--- src/rtl/instruction_fetch_if.sv ---
// Instruction memory port between the fetch unit (master) and memory (slave).
interface instruction_fetch_if;
  logic [31:0] mem_address;
  logic        mem_readEnable;
  logic        mem_busy;
  logic [31:0] mem_dataRead;
  logic        mem_error;

  modport master (
    output mem_address,
    output mem_readEnable,
    input  mem_busy,
    input  mem_dataRead,
    input  mem_error
  );

  modport slave (
    input  mem_address,
    input  mem_readEnable,
    output mem_busy,
    output mem_dataRead,
    output mem_error
  );
endinterface

--- src/rtl/instruction_fetch.sv ---
// Instruction fetch unit: one read per instruction, holds the returned word
// until the execute stage consumes it, and drops stale words on a flush.
//
// Memory handshake: a read is requested while mem_readEnable is high; the
// address is held stable until the first cycle in which mem_busy is low,
// which is the cycle mem_dataRead and mem_error are valid. A request, once
// issued, is always carried to completion (DISCARD absorbs a flushed one).
module instruction_fetch #(
  parameter logic [31:0] RESET_INSTRUCTION = 32'h0000_0013
) (
  input  logic                       clk,
  input  logic                       rst,
  input  logic                       enable,
  input  logic [31:0]                fetchAddress,
  input  logic                       flush,
  input  logic                       consume,
  instruction_fetch_if.master        mem,
  output logic [31:0]                fetch_instruction,
  output logic [31:0]                fetch_programCounter,
  output logic                       fetch_valid,
  output logic                       fetch_busError,
  output logic                       fetch_misaligned,
  output logic                       fetch_stall,
  output logic [1:0]                 debug_state
);

  typedef enum logic [1:0] {
    IDLE    = 2'd0,
    WAIT    = 2'd1,
    HOLD    = 2'd2,
    DISCARD = 2'd3
  } state_t;

  state_t state;

  assign fetch_stall = !fetch_valid;
  assign debug_state = state;

  // Fetch FSM with all memory-side and fetch-side outputs registered.
  always_ff @(posedge clk or posedge rst) begin
    if (rst) begin
      state                <= IDLE;
      mem.mem_address      <= 32'd0;
      mem.mem_readEnable   <= 1'b0;
      fetch_instruction    <= RESET_INSTRUCTION;
      fetch_programCounter <= 32'd0;
      fetch_valid          <= 1'b0;
      fetch_busError       <= 1'b0;
      fetch_misaligned     <= 1'b0;
    end else begin
      case (state)
        IDLE: begin
          if (enable && !flush) begin
            if (fetchAddress[1:0] == 2'b00) begin
              mem.mem_address    <= fetchAddress;
              mem.mem_readEnable <= 1'b1;
              state              <= WAIT;
            end else begin
              // Misaligned target: report a fault without touching memory.
              fetch_instruction    <= RESET_INSTRUCTION;
              fetch_programCounter <= fetchAddress;
              fetch_valid          <= 1'b1;
              fetch_misaligned     <= 1'b1;
              fetch_busError       <= 1'b0;
              state                <= HOLD;
            end
          end
        end

        WAIT: begin
          if (flush) begin
            // Completing and flushing in the same cycle needs no DISCARD.
            if (!mem.mem_busy) begin
              mem.mem_readEnable <= 1'b0;
              state              <= IDLE;
            end else begin
              state <= DISCARD;
            end
          end else if (!mem.mem_busy) begin
            fetch_instruction    <= mem.mem_error ? RESET_INSTRUCTION : mem.mem_dataRead;
            fetch_programCounter <= mem.mem_address;
            fetch_busError       <= mem.mem_error;
            fetch_misaligned     <= 1'b0;
            fetch_valid          <= 1'b1;
            mem.mem_readEnable   <= 1'b0;
            state                <= HOLD;
          end
        end

        HOLD: begin
          // Flush and consume both release the entry; the result is the same.
          if (flush || consume) begin
            fetch_valid       <= 1'b0;
            fetch_busError    <= 1'b0;
            fetch_misaligned  <= 1'b0;
            fetch_instruction <= RESET_INSTRUCTION;
            state             <= IDLE;
          end
        end

        DISCARD: begin
          if (!mem.mem_busy) begin
            mem.mem_readEnable <= 1'b0;
            state              <= IDLE;
          end
        end

        default: state <= IDLE;
      endcase
    end
  end

endmodule

--- src/flat_wrapper.sv ---
// flat-port wrapper written by rule: the top's interface ports become plain ports
module instruction_fetch_flat 
#(
  parameter logic [31:0] RESET_INSTRUCTION = 32'h0000_0013
)
  (clk, rst, enable, fetchAddress, flush, consume, fetch_instruction, fetch_programCounter, fetch_valid, fetch_busError, fetch_misaligned, fetch_stall, debug_state, mem_mem_address, mem_mem_readEnable, mem_mem_busy, mem_mem_dataRead, mem_mem_error);
  instruction_fetch_if mem_i ();
  input  logic clk;
  input  logic rst;
  input  logic enable;
  input  logic [31:0] fetchAddress;
  input  logic flush;
  input  logic consume;
  output logic [31:0] fetch_instruction;
  output logic [31:0] fetch_programCounter;
  output logic fetch_valid;
  output logic fetch_busError;
  output logic fetch_misaligned;
  output logic fetch_stall;
  output logic [1:0] debug_state;
  output wire logic [$bits(mem_i.mem_address)-1:0] mem_mem_address;
  output wire logic [$bits(mem_i.mem_readEnable)-1:0] mem_mem_readEnable;
  input wire logic [$bits(mem_i.mem_busy)-1:0] mem_mem_busy;
  input wire logic [$bits(mem_i.mem_dataRead)-1:0] mem_mem_dataRead;
  input wire logic [$bits(mem_i.mem_error)-1:0] mem_mem_error;
  assign mem_mem_address = mem_i.mem_address;
  assign mem_mem_readEnable = mem_i.mem_readEnable;
  assign mem_i.mem_busy = mem_mem_busy;
  assign mem_i.mem_dataRead = mem_mem_dataRead;
  assign mem_i.mem_error = mem_mem_error;
  instruction_fetch #(.RESET_INSTRUCTION(RESET_INSTRUCTION)) u_core (.clk(clk), .rst(rst), .enable(enable), .fetchAddress(fetchAddress), .flush(flush), .consume(consume), .mem(mem_i), .fetch_instruction(fetch_instruction), .fetch_programCounter(fetch_programCounter), .fetch_valid(fetch_valid), .fetch_busError(fetch_busError), .fetch_misaligned(fetch_misaligned), .fetch_stall(fetch_stall), .debug_state(debug_state));
endmodule
--- config.mk ---
export PLATFORM = sky130hd
export DESIGN_NAME = instruction_fetch_flat
export DESIGN_NICKNAME = d
export VERILOG_FILES = /design/src/rtl/instruction_fetch_if.sv /design/src/rtl/instruction_fetch.sv /design/src/flat_wrapper.sv
export SDC_FILE = /design/constraint.sdc
export NUM_CORES = 1
export LEC_CHECK = 0
export ABC_AREA = 1
export CAP_MARGIN = 20
export CORE_MARGIN = 2
export CORE_UTILIZATION = 46
export CTS_CLUSTER_SIZE = 10
export DETAILED_ROUTE_END_ITERATION = 8
export PLACE_DENSITY = 0.81
export SLEW_MARGIN = 40
export SYNTH_ARGS = -nofsm -noshare
export SYNTH_HDL_FRONTEND = slang
export SYNTH_SLANG_ARGS = --single-unit
--- constraint.sdc ---
create_clock -name clk -period 4.6 [get_ports clk]
set_clock_uncertainty 0.2 [all_clocks]
set_input_delay 0.46 -clock clk [delete_from_list [all_inputs] [get_ports clk]]
set_output_delay 0.46 -clock clk [all_outputs]
set_load 0.05 [all_outputs]
==> metrics.csv <==
stage,metric,value,unit
run_status,status,completed,
sta,period utilization,71.55,%
setup_path,max incr delay on CP,660,ps
worst_hold_path,class of the worst hold path,flop to flop,
setup_path,Crit. Startpoint,u_core.debug_state[0]$_DFFE_PP0P_,
route,Routed Antenna Nets,0,
place,placed cells,942,
floorplan,num ports,174,
cells_and_area,Non-Filler Instances,958,
route,final WL,13150,um
grt,grt ovf,0,
route,DRT iter0 DRCs,254,
sta,final hold violation count,0,
logic_synthesis,"flops & latches, synth",102,
sta,Final Max Tran Viols,0,
setup_path,Critical Path RT,4640,ps
clock_network,postcts setup bufs,0,
logic_synthesis,nets in the synthesized netlist,740,
job,MaxCap Viol Count,0,
clock_network,Resized cells post-CTS,0,
setup_path,Worst Path Buf+Inv,2,
grt,pin count of the biggest net entering global routing,78,
place,Buffers on Ports,173,
clock_network,clk sink count,102,
clock_network,"CTS clk-pin slew, worst paths",90,ps
route,detail-routed via count per cell,4.886,
power_and_ir_drop,worst vdd ir,0.0005018,V
floorplan,Initial Utilization,47.14,%
sta,post-route minimum period,3291,ps
floorplan,Core Box Area,0.01079,mm2
sta,worst hold slack,278.1,ps
clock_network,Clock Latency Late Sink,350,ps
place,post-DP HPWL,9391,um
clock_network,CTS tree,done,
worst_hold_path,hold path startpoint,u_core.fetch_programCounter[23]$_DFFE_PP0P_,
cells_and_area,fraction of layout instances using a drive strength above 1,4.279,%
setup_path,CP Cell Sequence,"inv_1, ha_1, nand2_1, nand2_2, inv_2, nand2_2, nand2_1, nand2_1",
grt,number of global-route vias before repair,4466,
clock_network,CTS H-Tree Depth,3,
setup_path,kind of critical path,flop to flop,
cells_and_area,"Area growth, synth to finish",38.19,%
cells_and_area,nets@finish,891,
setup_path,crit path launch type,flop,
place,placer's final routability congestion estimate,0.8576,
grt,initial antenna violation count,0,
power_and_ir_drop,Cell Pwr Density,728.7,mW/mm2
floorplan,Die Span X,109.2,um
clock_network,root buf cell,clkbuf_8,
sta,Max Freq,303.8,MHz
sta,final setup vio count,0,
grt,global-route wire length before repair,21160,um
route,DR WL/cell,13.72,um
setup_path,crit-path leading delay family,simple AND/OR/NAND/NOR gates,
setup_path,critical path arrival,3330,ps
clock_network,clk buf depth,2,
setup_path,Worst R2R Start,u_core.debug_state[0]$_DFFE_PP0P_,
logic_synthesis,Cells after Synth,662,
sta,RSZ-0062 raised after global routing,false,
route,TritonRoute pass-1 iters,4,
floorplan,Die Y,109.2,um
route,total number of vias,4681,
cells_and_area,n_diodes,0,
sta,Total Neg Setup Slack,0,ps
clock_network,CTS Buf Count,9,
logic_synthesis,"Seq/Total Area, Yosys",50.25,%
cells_and_area,"commonest non-fill, non-tap cell in the layout",nand2_1,
setup_path,CP max FO,37,
logic_synthesis,syn avg cell area,7.685,um2
logic_synthesis,Netlist cell types,22,
floorplan,die area,0.01192,mm2
logic_synthesis,Synth Cell Area,0.005087,mm2
sta,Rel. slew slack,50.16,%
setup_path,most frequent CP cell,nand2_1,
floorplan,row count,38,
cells_and_area,highest-count cells in the layout ignoring fill and taps,"211 x nand2_1, 173 x clkdlybuf4s50_1, 109 x inv_1",
setup_path,Critical-path top delay cell,inv_2,
route,DRC violations left,0,
power_and_ir_drop,static leakage,3.631,nW
setup_path,CP Capture Type,flop,
clock_network,Post-CTS Hold Buffers,0,
grt,Tot GR Track Use,22.37,%
sta,Worst-Margin Slew,745.9,ps
logic_synthesis,yosys warns,0,
flip-flops by register name, summed over array words and instances, names as in the netlist:
name                         cells
u_core.fetch_programCounter     32
u_core.mem.mem_address          32
u_core.fetch_busError            1
u_core.fetch_misaligned          1
u_core.fetch_valid               1
u_core.mem.mem_readEnable        1
u_core.fetch_instruction        32
u_core.debug_state               2
cells in the mapped netlist:
library cell	n	area (um2)
buf_6	6	67.56
ha_1	7	87.58
and2_1	1	6.260
clkbuf_1	9	33.78
nand3_2	1	10.01
nand2_1	212	795.8
nand3_1	37	185.2
nand2_2	4	25.02
o21ai_2	1	8.760
o21ai_1	1	5.000
o21bai_1	35	262.8
nor2_4	1	11.26
nor2_2	1	6.260
inv_1	110	412.9
buf_2	19	95.09
o22ai_1	2	12.51
buf_1	1	3.750
dfrtp_1	99	2477
nor2_1	45	168.9
dfstp_2	3	78.83
inv_2	2	7.510
o21ai_0	65	325.3
metrics by stage:
stage | total power, mW | utilization (%) | instance area (um2) | setup WS, ps
2_1_floorplan | 3.630 | - | 5087 | 1269
3_3_place_gp | 4.506 | 63.18 | 6819 | 1345
3_5_place_dp | 4.594 | 63.39 | 6842 | 1189
4_1_cts | 5.149 | 65.14 | 7030 | 1339
5_1_grt | 5.437 | 65.14 | 7030 | 1000
6_report | 5.123 | 65.14 | 7030 | 1309
final timing paths:
kind | endpoint | slack [ps] | cells past startpoint
max | u_core.fetch_programCounter[28]$_DFFE_PP0P_ | 1310 | 8
min | u_core.fetch_programCounter[23]$_DFFE_PP0P_ | 280 | 2
max reg2reg | u_core.fetch_programCounter[28]$_DFFE_PP0P_ | 1310 | 8
min reg2reg | u_core.fetch_programCounter[23]$_DFFE_PP0P_ | 280 | 2
max in group asynchronous | u_core.fetch_instruction[0]$_DFFE_PP1P_ | 2940 | 3
min in group asynchronous | u_core.fetch_instruction[7]$_DFFE_PP0P_ | 400 | 2
kinds of logic (layout without fill, tap and decap cells):
| logic type | count (synthesis) | after routing | synth area share, % |
|---|---|---|---|
| buffers and inverters | 147 | 303 | 12.20 |
| adders and majority gates | 7 | 7 | 1.722 |
| DFF | 102 | 102 | 50.25 |
| and+or+nand+nor | 302 | 302 | 23.76 |
| AOI/OAI and AO/OA | 104 | 104 | 12.08 |
routing by layer:
metal  vias to the layer above  part of all wire (%)  global-route usage (%)
li1                       2304                     -                       -
met1                      2186                    39                   27.76
met2                       168                    51                   38.51
met3                        23                   7.7                   5.021
met4                         0                   2.3                   7.509
met5                         -                     0                       0
final cells by class:
type	count	area [um2]
clock buffer	10	137.6
clock inverter	6	51.30
fill	908	3762
inverter	112	425.4
multi-input combinational	413	1938
sequential	102	2556
tap	140	175.2
timing repair buffer	175	1747
power breakdown:
part	switching (mW)	internal, mW	total [mW]
registers	0.246	1.25	1.50
clock network	0.329	0.221	0.550
logic	2.15	0.929	3.07
total	2.72	2.40	5.12
worst reg2reg max path, stage by stage (launching register included):
cell,delay (ps)
dfrtp_1,520
inv_1,130
ha_1,330
nand2_1,120
nand2_2,400
inv_2,680
nand2_2,530
nand2_1,190
nand2_1,80
Power figures use the tool's default switching activity.
